`config.mk`:
```
export PLATFORM = sky130hd
export DESIGN_NAME = int_mul_ctrl
export DESIGN_NICKNAME = d
export VERILOG_FILES = /design/src/rtl/alu_pkg.sv /design/src/rtl/sm_conv.sv /design/src/rtl/int_mul_ctrl.sv
export SDC_FILE = /design/constraint.sdc
export NUM_CORES = 1
export LEC_CHECK = 0
export BUFFER_PORTS_ARGS = -buffer_cell sky130_fd_sc_hd__buf_2
export CAP_MARGIN = 0
export CORE_MARGIN = 5
export CORE_UTILIZATION = 25
export CTS_BUF_LIST = sky130_fd_sc_hd__clkbuf_4 sky130_fd_sc_hd__clkbuf_8 sky130_fd_sc_hd__clkbuf_16
export CTS_CLUSTER_DIAMETER = 120
export CTS_CLUSTER_SIZE = 20
export DETAILED_ROUTE_END_ITERATION = 10
export PLACE_DENSITY_LB_ADDON = 0.3
export RECOVER_POWER = 25
export SLEW_MARGIN = 20
export SYNTH_ARGS = -nofsm -noshare
export SYNTH_HDL_FRONTEND = slang
export SYNTH_SLANG_ARGS = --single-unit
```
`constraint.sdc`:
```
create_clock -name i_clk -period 2.3 [get_ports i_clk]
set_input_delay 0.115 -clock i_clk [delete_from_list [all_inputs] [get_ports i_clk]]
set_output_delay 0.115 -clock i_clk [all_outputs]
set_load 0.05 [all_outputs]
```
`src/rtl/alu_pkg.sv`:
```
// Shared definitions for the integer multiply front end: FSM encodings, the INT_MIN operand
// and the two's-complement <-> sign-magnitude helpers.
package alu_pkg;

    typedef logic [2:0] state_t;

    localparam state_t ST_IDLE      = 3'd0;
    localparam state_t ST_ISSUE     = 3'd1;
    localparam state_t ST_WAIT_LOW  = 3'd2;
    localparam state_t ST_WAIT_HIGH = 3'd3;
    localparam state_t ST_HOLD      = 3'd4;

    localparam logic [31:0] INT_MIN = 32'h8000_0000;

    // Low 31 bits of |x|; INT_MIN wraps to 0 here and must be filtered by the caller.
    function automatic logic [31:0] tc_to_sm(input logic [31:0] x);
        logic [30:0] mag;
        mag = x[31] ? (~x[30:0] + 31'd1) : x[30:0];
        return {x[31], mag};
    endfunction

    // A negative zero (s=1, m=0) comes out as plain 0.
    function automatic logic [31:0] sm_to_tc(input logic [31:0] x);
        logic [31:0] ext;
        ext = {1'b0, x[30:0]};
        return x[31] ? (~ext + 32'd1) : ext;
    endfunction

endpackage

```
`src/rtl/sm_conv.sv`:
```
// Combinational 32-bit converter: i_to_sm=1 gives sign-magnitude from two's complement,
// i_to_sm=0 gives two's complement from sign-magnitude.
module sm_conv
    import alu_pkg::*;
(
    input  logic        i_to_sm,
    input  logic [31:0] i_x,
    output logic [31:0] o_y
);

    assign o_y = i_to_sm ? tc_to_sm(i_x) : sm_to_tc(i_x);

endmodule

```
`src/rtl/int_mul_ctrl.sv`:
```
// Execute-stage wrapper around int_mul: converts operands to sign-magnitude, issues one op,
// waits for a fresh result, converts it back and holds it for writeback.
module int_mul_ctrl
    import alu_pkg::*;
#(
    parameter int TAG_W   = 5,
    parameter int TIMEOUT = 63
) (
    input  logic             i_clk,
    input  logic             i_rst_n,
    input  logic             i_valid,
    output logic             o_ready,
    input  logic [31:0]      i_a,
    input  logic [31:0]      i_b,
    input  logic [TAG_W-1:0] i_tag,
    output logic             o_mul_valid,
    output logic [31:0]      o_mul_a,
    output logic [31:0]      o_mul_b,
    input  logic             i_mul_valid,
    input  logic [31:0]      i_mul_result,
    output logic             o_valid,
    input  logic             i_ready,
    output logic [31:0]      o_result,
    output logic [TAG_W-1:0] o_tag,
    output logic             o_ovf,
    output logic             o_err,
    output logic [2:0]       o_dbg_state
);

    localparam int TMR_W = $clog2(TIMEOUT + 1);
    localparam logic [TMR_W-1:0] TMR_MAX = TMR_W'(TIMEOUT);

    state_t           state_q, state_d;
    logic [31:0]      mul_a_q, mul_a_d;
    logic [31:0]      mul_b_q, mul_b_d;
    logic [31:0]      res_q, res_d;
    logic [TAG_W-1:0] tag_q, tag_d;
    logic             ovf_q, ovf_d;
    logic             err_q, err_d;
    logic [TMR_W-1:0] timer_q, timer_d;

    logic [31:0]      a_sm, b_sm, res_tc;
    logic [TMR_W-1:0] timer_inc;
    logic             timer_hit;
    logic             zero_op, min_op;

    sm_conv u_conv_a (
        .i_to_sm (1'b1),
        .i_x     (i_a),
        .o_y     (a_sm)
    );

    sm_conv u_conv_b (
        .i_to_sm (1'b1),
        .i_x     (i_b),
        .o_y     (b_sm)
    );

    sm_conv u_conv_res (
        .i_to_sm (1'b0),
        .i_x     (i_mul_result),
        .o_y     (res_tc)
    );

    assign zero_op   = (i_a == 32'd0) || (i_b == 32'd0);
    assign min_op    = (i_a == INT_MIN) || (i_b == INT_MIN);
    assign timer_inc = timer_q + TMR_W'(1);
    assign timer_hit = (timer_inc == TMR_MAX);

    // Both sides use valid/ready: a transfer happens on a rising edge where valid and ready
    // are both high; valid and its payload stay put until that edge.
    always_comb begin
        state_d = state_q;
        mul_a_d = mul_a_q;
        mul_b_d = mul_b_q;
        res_d   = res_q;
        tag_d   = tag_q;
        ovf_d   = ovf_q;
        err_d   = err_q;
        timer_d = timer_q;
        case (state_q)
            ST_IDLE: begin
                if (i_valid) begin
                    mul_a_d = a_sm;
                    mul_b_d = b_sm;
                    tag_d   = i_tag;
                    if (zero_op) begin
                        state_d = ST_HOLD;
                        res_d   = 32'd0;
                    end else if (min_op) begin
                        state_d = ST_HOLD;
                        res_d   = 32'd0;
                        ovf_d   = 1'b1;
                    end else begin
                        state_d = ST_ISSUE;
                    end
                end
            end
            ST_ISSUE: begin
                timer_d = '0;
                state_d = ST_WAIT_LOW;
            end
            // A high valid here is the previous op's DONE level or its delayed copy.
            ST_WAIT_LOW: begin
                timer_d = timer_inc;
                if (timer_hit) begin
                    state_d = ST_HOLD;
                    res_d   = 32'd0;
                    err_d   = 1'b1;
                end else if (!i_mul_valid) begin
                    state_d = ST_WAIT_HIGH;
                end
            end
            ST_WAIT_HIGH: begin
                timer_d = timer_inc;
                if (i_mul_valid) begin
                    state_d = ST_HOLD;
                    res_d   = res_tc;
                end else if (timer_hit) begin
                    state_d = ST_HOLD;
                    res_d   = 32'd0;
                    err_d   = 1'b1;
                end
            end
            ST_HOLD: begin
                if (i_ready) begin
                    state_d = ST_IDLE;
                    ovf_d   = 1'b0;
                    err_d   = 1'b0;
                end
            end
            default: begin
                state_d = ST_IDLE;
            end
        endcase
    end

    always_ff @(posedge i_clk or negedge i_rst_n) begin
        if (!i_rst_n) begin
            state_q <= ST_IDLE;
            mul_a_q <= 32'd0;
            mul_b_q <= 32'd0;
            res_q   <= 32'd0;
            tag_q   <= '0;
            ovf_q   <= 1'b0;
            err_q   <= 1'b0;
            timer_q <= '0;
        end else begin
            state_q <= state_d;
            mul_a_q <= mul_a_d;
            mul_b_q <= mul_b_d;
            res_q   <= res_d;
            tag_q   <= tag_d;
            ovf_q   <= ovf_d;
            err_q   <= err_d;
            timer_q <= timer_d;
        end
    end

    assign o_ready     = (state_q == ST_IDLE);
    assign o_mul_valid = (state_q == ST_ISSUE);
    assign o_valid     = (state_q == ST_HOLD);
    assign o_mul_a     = mul_a_q;
    assign o_mul_b     = mul_b_q;
    assign o_result    = res_q;
    assign o_tag       = tag_q;
    assign o_ovf       = ovf_q;
    assign o_err       = err_q;
    assign o_dbg_state = state_q;

endmodule
```
==> results of run 1 <==
-- through the flow --
| stage | TNS, ps | cells | power, mW | setup slack [ps] | utilization (%) |
|---|---|---|---|---|---|
| floorplan | -7550 | 679 | 7.88 | -250 | - |
| global placement | -13630 | 1261 | 9.63 | -434 | 33.2 |
| detailed placement | -14190 | 1261 | 9.69 | -462 | 33.2 |
| CTS | 0 | 1282 | 11.7 | 7.33 | 34.9 |
| global route | -143 | 1282 | 12.2 | -19.3 | 34.9 |
| finish | 0 | 1282 | 11.5 | 13.5 | 34.9 |
-- synthesized netlist by cell type (4+ instances only) --
master and number:
a32o_1 31, inv_1 16, nand3_1 8, ha_1 5, nor3_1 14, dfrtp_1 112, nor2_1 16, a31oi_1 12
clkbuf_1 40, xor2_1 60, a21oi_1 10, a22o_1 4, o31ai_1 19, nand2_1 104, xnor2_1 26, nor4_1 14
or3_1 14, nand2b_1 8, o21ai_0 81, or4_1 19, o41ai_1 20, or2_2 9
-- flip-flops by register name, summed over array words and instances, names as in the netlist --
register and count:
o_mul_b 32, o_mul_a 32, o_ovf 1, timer_q 6, o_result 32, o_dbg_state 3
o_tag 5, o_err 1
-- power groups by stage --
stage | Clock [mW] | Sequential (mW) | Combinational (mW)
final | 1.95 | 3.38 | 6.20
after global placement | 0 | 3.42 | 6.21
after floorplan | 0 | 6.34 | 1.54
after global routing | 2.10 | 3.51 | 6.60
after detailed placement | 0 | 3.42 | 6.26
after CTS | 2.03 | 3.40 | 6.27
-- worst paths after layout --
kind                             from           end  depth (start not counted)
setup / recovery              i_b[15]  o_result[21]                          7
hold / removal               i_tag[1]      o_tag[1]                          3
setup reg to reg           timer_q[0]  o_result[21]                          7
hold reg to reg              o_tag[4]      o_tag[4]                          2
max in group asynchronous     i_rst_n   o_mul_b[28]                          3
min in group asynchronous     i_rst_n         o_err                          3
-- per-layer routing --
layer / wire [µm] / vias up / share of wire [%] / track usage [%]
met5: 40 / - / 0.20 / 0
met4: 216 / 4 / 1.1 / 2.94
met3: 1710 / 16 / 8.3 / 4.53
met2: 9140 / 173 / 45 / 21.7
met1: 9370 / 2887 / 46 / 19.5
li1: - / 3007 / - / -
-- timing repair --
action / in CTS / in global routing
hold endpoints to repair: 117 / 0
pin swaps: 2 / 0
setup endpoints to repair: 31 / 32
hold buffers: 6 / 0
gates resized for setup: 4 / 3
setup buffers: 0 / 0
-- kinds of logic (layout without fill, tap and decap cells) --
| kind of cell | count (synthesis) | in the layout | synth area share [%] |
|---|---|---|---|
| fa+ha+maj | 5 | 5 | 0.990 |
| simple gates | 218 | 218 | 17.2 |
| mux | 5 | 5 | 0.831 |
| flops | 112 | 112 | 44.3 |
| xor+xnor | 86 | 86 | 11.9 |
| buf+inv | 62 | 335 | 4.06 |
| compound gates | 191 | 191 | 20.7 |
-- worst min-delay path, cell delays in order --
cell and delay, ps:
buf_2 80, nand2_1 80, nand2_1 70
-- area by class of cell --
| type | instances | area (µm²) | share of cell area (%) |
|---|---|---|---|
| clock inverter | 5 | 129 | 1.47 |
| clock buffer | 10 | 233 | 2.66 |
| sequential | 112 | 2800 | 32.0 |
| timing repair buffer | 304 | 1800 | 20.5 |
| tap | 330 | 413 | 4.72 |
| inverter | 16 | 60.1 | 0.686 |
| multi-input combinational | 505 | 3320 | 37.9 |
-- placed cells by master (no fill, tap or decap), drive strengths merged, types with 2 or more instances in the layout --
cell,count
dlygate4sd3,6
or2,9
nand4b,2
clkbuf,12
a22o,4
o21ai,81
a41oi,2
nor4,14
nand2b,8
o211ai,2
a32o,31
a21o,3
nand3b,2
bufinv,4
or4,20
nor3,14
buf,296
xnor2,26
mux2i,3
ha,5
nand2,104
or3,14
nor2,16
nand3,8
xor2,60
a31oi,12
o31ai,19
o41ai,20
dfrtp,112
a21oi,10
and4b,2
mux2,2
inv,17
==> impl_metrics.py, run 1 <==
metrics = {
    "grt": {
        "track_usage_pct": 14.1,
        "antenna_found_initial": 2,
        "grt_pass1_wl_mm": 32.7,
        "grt_max_degree": 113,
        "grt-ovfl-total": 0,
        "grt_pass1_vias": 5958,
    },
    "finish": {
        "finalInstanceArea_um2": 8750,
        "area_growth_pct": 38.4,
        "n_antenna_cell": 0,
        "fin_nets": 1059,
        "fillCellCount": 2646,
        "drive_gt1_share_pct": 35.5,
    },
    "floorplanning": {
        "dieHeight_um": 169,
        "die_w_um": 169,
        "die_area_um2": 28600,
        "start_util_pct": 25.3,
        "coreArea_um2": 25000,
        "pin_count": 215,
        "num_rows": 58,
    },
    "sta": {
        "slew_violations": 113,
        "fmax_mhz": 437,
        "setup_viol": 0,
        "grt_setup_unrepaired": "yes",
        "hold_slack_ps": 24.8,
        "fin_crit_sh_pct": 99.4,
        "layout_min_cycle_time_ps": 2290,
        "finalHoldViolations": 0,
        "max-slew-margin-rel_pct": -9.52,
        "worst_pin_slew_ps": 1640,
        "fin_skew_ps": 12.3,
    },
    "clock_tree": {
        "insertion_delay_ps": 350,
        "root_buffer": "clkbuf_16",
        "clock_path_buffers": 2,
        "cts_sinks": 112,
        "numCtsBuffers": 9,
        "clkTransAtPathRegs_ps": 70,
        "cts_tree": "built",
        "htreeDepth": 3,
    },
    "logic_synthesis": {
        "synth.distinct_cells": 46,
        "synth_ff_type": "dfrtp_1",
        "seq_area_frac_synth_pct": 44.3,
        "synthCells": 679,
        "yosys_warnings": 0,
        "netlist.area_leader.share_pct": 44.3,
        "netlist_top_cells_area": "dfrtp_1 44%, xor2_1 8.3%, o21ai_0 6.4%",
        "async_flop_share_pct": 100,
        "synth_edf_count": 0,
        "syn_nets": 790,
        "yosysTopAreaCell": "dfrtp_1",
        "synth.ff_latch_count": 112,
        "avgSynthCellArea_um2": 9.31,
        "syn_area_um2": 6320,
    },
    "placement": {
        "io_buffers": 214,
        "gp_congestion": 0.803,
        "place_area_um2": 8310,
        "dp_hpwl_mm": 15.2,
    },
    "worst_setup_path": {
        "rrSetupSlack_ps": 150,
        "critPathMostFrequentCell": "or4_4",
        "crit_arrival_ps": 2520,
        "crit_family": "simple AND/OR/NAND/NOR gates",
        "worst-path-buf-inv": 2,
        "critPathKind": "input port to register",
        "critPathMaxFanout": 32,
        "startpoint_type": "input port",
        "critical-path-max-stage-delay_ps": 530,
        "worstPathRequired_ps": 2540,
        "crit_chain": "buf_6 > or4_4 > or3_4 > or4_4 > a2111o_1 > buf_12 > a32o_1",
        "cp-end-kind": "register",
        "cp_slowest_cell": "or4_4",
    },
    "run_status": {
        "violations": "max-capacitance violations, max-slew violations",
        "status": "finished with violations",
    },
    "drt": {
        "vias_per_cell": 4.75,
        "wl_per_cell_um": 16.0,
        "drt_first_pass_iters": 5,
        "route.detailed.drc": 0,
        "drt-initial-drc-count": 415,
        "totalWireLength_mm": 20.5,
        "ant_nets": 0,
        "dr_total_vias": 6087,
    },
    "power_and_ir_drop": {
        "combPwrFrac_pct": 53.7,
        "switching_share_pct": 52.1,
        "pwr-share-seq_pct": 29.3,
        "p_leak_nw": 4.20,
        "peakVddDrop_uv": 817,
        "internal-power_mw": 5.53,
        "clockPowerShare_pct": 16.9,
        "p_sw_mw": 6.01,
        "p_per_area_nw_per_um2": 1320,
    },
    "run": {
        "max-cap-violations": 1,
    },
    "hold_path": {
        "hp-class": "input port to register",
    },
}
Power figures use the tool's default switching activity.
==> run 2, diff against run 1 <==
CORE_ASPECT_RATIO = 1.2   (was not set)
==> impl_metrics.py, run 2 (synthesis gave the netlist of run 1 again) <==
metrics = {
    "floorplanning": {
        "dieHeight_um": 184,
        "die_area_um2": 28600,
        "pin_count": 215,
        "die_w_um": 155,
        "coreArea_um2": 24800,
        "start_util_pct": 25.5,
        "num_rows": 63,
    },
    "sta": {
        "finalHoldViolations": 0,
        "setup_viol": 21,
        "grt_setup_unrepaired": "yes",
        "tns_ps": -170,
        "worst_pin_slew_ps": 1010,
        "slew_violations": 0,
        "fin_skew_ps": 7.12,
        "layout_min_cycle_time_ps": 2320,
        "fmax_mhz": 432,
        "fin_crit_sh_pct": 101,
        "max-slew-margin-rel_pct": 32.4,
        "fin_ws_ps": -17.3,
    },
    "hold_path": {
        "worstHoldPathCells": 3,
        "min-delay-start": "i_b[0]",
        "hold_path_end": "o_mul_b[0]",
        "hp-class": "input port to register",
    },
    "grt": {
        "grt_pass1_vias": 6281,
        "grt-ovfl-total": 0,
        "grt_pass1_wl_mm": 33.9,
        "antenna_found_initial": 4,
        "track_usage_pct": 14.6,
        "grt_max_degree": 102,
    },
    "worst_setup_path": {
        "critPathMaxFanout": 32,
        "r2r_start": "timer_q[0]",
        "reg2reg_depth": 7,
        "r2r-end": "o_result[10]",
        "cp-end-kind": "register",
        "startpoint_type": "input port",
        "worstPathRequired_ps": 2540,
        "crit_arrival_ps": 2560,
        "critPathKind": "input port to register",
        "rrSetupSlack_ps": 120,
    },
    "drt": {
        "drt_first_pass_iters": 6,
        "ant_nets": 0,
        "wl_per_cell_um": 16.2,
        "drt-initial-drc-count": 171,
        "totalWireLength_mm": 20.9,
        "route.detailed.drc": 0,
        "vias_per_cell": 4.76,
        "dr_total_vias": 6136,
    },
    "clock_tree": {
        "cts_sinks": 112,
        "numCtsBuffers": 9,
        "clock_path_buffers": 2,
        "clkTransAtPathRegs_ps": 80,
        "cts_tree": "built",
        "root_buffer": "clkbuf_16",
        "insertion_delay_ps": 350,
        "post-cts-setup-buffer-count": 0,
        "htreeDepth": 3,
    },
    "finish": {
        "fillCellCount": 2654,
        "fin_nets": 1068,
        "drive_gt1_share_pct": 35.7,
        "final_cells": 1288,
        "area_growth_pct": 38.0,
        "mostFrequentLayoutCells": "211 x buf_2, 112 x dfrtp_1, 104 x nand2_1, 87 x buf_4, 81 x o21ai_0",
        "final_common_cell": "buf_2",
    },
    "run_status": {
        "status": "finished with violations",
        "violations": "negative setup slack",
    },
    "placement": {
        "dp.cells": 1264,
        "gp_congestion": 0.793,
        "io_buffers": 214,
        "preCtsSetupSlack_ps": -429,
        "dp_hpwl_mm": 15.9,
    },
    "power_and_ir_drop": {
        "power_mw": 11.2,
        "peakVddDrop_uv": 628,
        "p_leak_nw": 4.21,
        "p_per_area_nw_per_um2": 1280,
    },
    "run": {
        "max-cap-violations": 0,
    },
}
## run 2: repair_timing
| item | 4_1_cts | 5_1_grt |
|---|---|---|
| hold buffers | 7 | 0 |
| setup endpoints to repair | 31 | 31 |
| pin swaps | 1 | 0 |
| hold endpoints to repair | 70 | 0 |
| gates resized for setup | 3 | 2 |
## run 2: stage by stage
stage                     utilization [%]  cell area, µm²  hold WS, ps
after CTS                            35.2            8740         51.4
after floorplan                         -            6350         -181
after global placement               33.7            8370         13.3
after detailed placement             33.7            8370         10.1
after global routing                 35.1            8730         81.0
final                                35.1            8730         62.0
## run 2: worst max path at each step
stage | endpoint | slack (ps) | start
4_1_cts | o_result[4] | 4 | i_a[5]
5_1_grt | o_result[2] | -40 | i_a[5]
6_report | o_result[10] | -20 | i_a[5]
3_3_place_gp | o_result[6] | -420 | i_a[5]
2_1_floorplan | o_result[22] | -250 | i_a[5]
3_5_place_dp | o_result[10] | -430 | i_a[5]
## run 2: critical path, cell delays in order
cell and delay (ps):
buf_6 90, or3_4 410, or4_4 490, or4_4 550, a2111o_1 420, buf_12 180, a32o_2 270
## run 2: cell type report
type / count / area, µm² / share of cell area [%]
Multi-Input combinational cell: 505 / 3300 / 37.8
Sequential cell: 112 / 2800 / 32.1
Timing Repair Buffer: 313 / 1880 / 21.5
Tap cell: 325 / 407 / 4.66
Clock buffer: 10 / 233 / 2.67
Inverter: 16 / 60.1 / 0.688
Clock inverter: 6 / 43.8 / 0.502
Antenna cell: 1 / 2.50 / 0.0287
## run 2: layer usage
metal	GRT usage, %	up-vias	wire length (µm)
li1	-	3030	-
met1	18.8	2908	8980
met2	24.3	177	9860
met3	4.13	17	1780
met4	3.50	4	240
met5	0	-	14
## run 2: power by group
part / total [mW] / switching (mW) / internal [mW]
Sequential: 3.39 / 0.533 / 2.85
Combinational: 6.24 / 4.72 / 1.52
Clock: 1.54 / 0.779 / 0.756
==> run 3, diff against run 2 <==
PLACE_DENSITY = 0.53   (was not set)
PLACE_DENSITY_LB_ADDON = not set   (was 0.3)
==> impl_metrics.py, run 3 (synthesis gave the netlist of run 1 again) <==
metrics = {
    "run_status": {
        "status": "finished with violations",
        "violations": "negative setup slack",
    },
    "finish": {
        "fin_nets": 1069,
        "area_growth_pct": 38.6,
        "mostFrequentLayoutCells": "211 x buf_2, 112 x dfrtp_1, 104 x nand2_1, 88 x buf_4, 81 x o21ai_0",
        "drive_gt1_share_pct": 35.5,
        "final_common_cell": "buf_2",
        "finalInstanceArea_um2": 8760,
    },
    "sta": {
        "layout_min_cycle_time_ps": 2350,
        "fin_crit_sh_pct": 102,
        "fin_skew_ps": 8.74,
        "grt_setup_unrepaired": "yes",
        "slew_violations": 0,
        "fin_ws_ps": -54.2,
        "setup_viol": 31,
        "finalHoldViolations": 0,
        "fmax_mhz": 425,
        "max-slew-margin-rel_pct": 12.8,
        "worst_pin_slew_ps": 1310,
    },
    "clock_tree": {
        "post-cts-setup-buffer-count": 0,
        "clkTransAtPathRegs_ps": 80,
        "insertion_delay_ps": 360,
        "htreeDepth": 3,
        "clock_path_buffers": 2,
        "numCtsBuffers": 9,
        "root_buffer": "clkbuf_16",
        "cts_tree": "built",
        "cts_sinks": 112,
    },
    "floorplanning": {
        "pin_count": 215,
        "die_area_um2": 28600,
        "num_rows": 63,
        "start_util_pct": 25.5,
        "die_w_um": 155,
        "coreArea_um2": 24800,
        "dieHeight_um": 184,
    },
    "worst_setup_path": {
        "startpoint_type": "input port",
        "critPathMostFrequentCell": "or4_4",
        "cp_slowest_cell": "or4_4",
        "critPathKind": "input port to register",
        "crit_arrival_ps": 2590,
        "worstPathRequired_ps": 2530,
        "critical-path-max-stage-delay_ps": 550,
        "cp-end-kind": "register",
        "crit_chain": "buf_6 > or3_4 > or4_4 > or4_4 > a2111o_1 > buf_12 > a32o_1",
        "critPathMaxFanout": 32,
    },
    "placement": {
        "gp_congestion": 0.848,
        "preCtsSetupSlack_ps": -472,
        "place_area_um2": 8370,
        "io_buffers": 214,
        "dp_hpwl_mm": 16.2,
    },
    "power_and_ir_drop": {
        "p_per_area_nw_per_um2": 1290,
        "peakVddDrop_uv": 808,
        "p_leak_nw": 4.21,
    },
    "grt": {
        "grt_pass1_wl_mm": 33.6,
        "antenna_found_initial": 6,
        "grt-ovfl-total": 0,
        "track_usage_pct": 14.6,
        "grt_pass1_vias": 6193,
        "grt_max_degree": 76,
    },
    "drt": {
        "wl_per_cell_um": 16.6,
        "drt-initial-drc-count": 199,
        "ant_nets": 0,
        "vias_per_cell": 4.83,
        "route.detailed.drc": 0,
        "drt_first_pass_iters": 5,
        "dr_total_vias": 6223,
        "totalWireLength_mm": 21.4,
    },
    "run": {
        "max-cap-violations": 0,
    },
    "hold_path": {
        "hp-class": "input port to register",
    },
}
[run 3: cell types whose count changed in the layout (fill, tap and decap cells not counted), sizes merged]
| cell | before | now |
|---|---|---|
| bufinv | 0 | 1 |
| inv | 18 | 19 |
| clkinv | 3 | 1 |
| buf | 303 | 304 |
[run 3: area by class of cell]
class,instances,area [µm²]
diodes,1,2.50
clock buffers,10,239
clock inverters,6,75.1
fillers,2608,16100
inverters,16,60.1
multi-input cells,505,3300
flip-flops and latches,112,2800
well taps,325,407
repair buffers,314,1870
[run 3: worst paths after layout]
kind / start / end / slack, ps / cells past startpoint
min: i_b[30] / o_mul_b[30] / 50 / 3
max reg2reg: timer_q[0] / o_result[17] / 90 / 7
min reg2reg: o_tag[0] / o_tag[0] / 470 / 2
min in group asynchronous: i_rst_n / o_result[8] / 560 / 2
max: i_a[5] / o_result[17] / -50 / 7
max in group asynchronous: i_rst_n / o_tag[1] / 430 / 3
[run 3: through the flow]
stage | TNS, ps | utilization, % | hold slack [ps] | cells | total power [mW]
6_report | -875 | 35.3 | 53.9 | 1289 | 11.3
5_1_grt | -1720 | 35.3 | 80.2 | 1289 | 12.0
4_1_cts | -238 | 35.3 | 37.5 | 1288 | 11.5
3_5_place_dp | -14460 | 33.7 | 35.6 | 1265 | 9.70
3_3_place_gp | -13990 | 33.7 | 32.1 | 1265 | 9.64
2_1_floorplan | -7550 | - | -181 | 679 | 7.88
[run 3: report_power, final]
part / leakage, nW / switching [mW] / internal, mW
combinational: 2.62 / 4.72 / 1.49
clock: 0.152 / 0.813 / 0.896
sequential: 1.44 / 0.539 / 2.85
[run 3: worst max-delay path: cells and delay by family]
family,cells,cell delay [ps]
AO/OA/AOI/OAI,2,720
AND/OR/NAND/NOR,3,1450
buffers and inverters,2,280
[run 3: timing repair]
action,in CTS,in global routing
pin swaps,1,0
hold buffers,7,0
gates resized for setup,3,2
hold endpoints to repair,40,0
setup endpoints to repair,31,32
[run 3: layer usage]
metal  vias to the layer above  share of wire (%)  global-route usage, %
met3                        30                7.9                   4.04
met1                      2955                 44                   19.2
met5                         -               0.28                      0
li1                       3032                  -                      -
met4                        10                1.6                   4.34
met2                       196                 46                   23.6
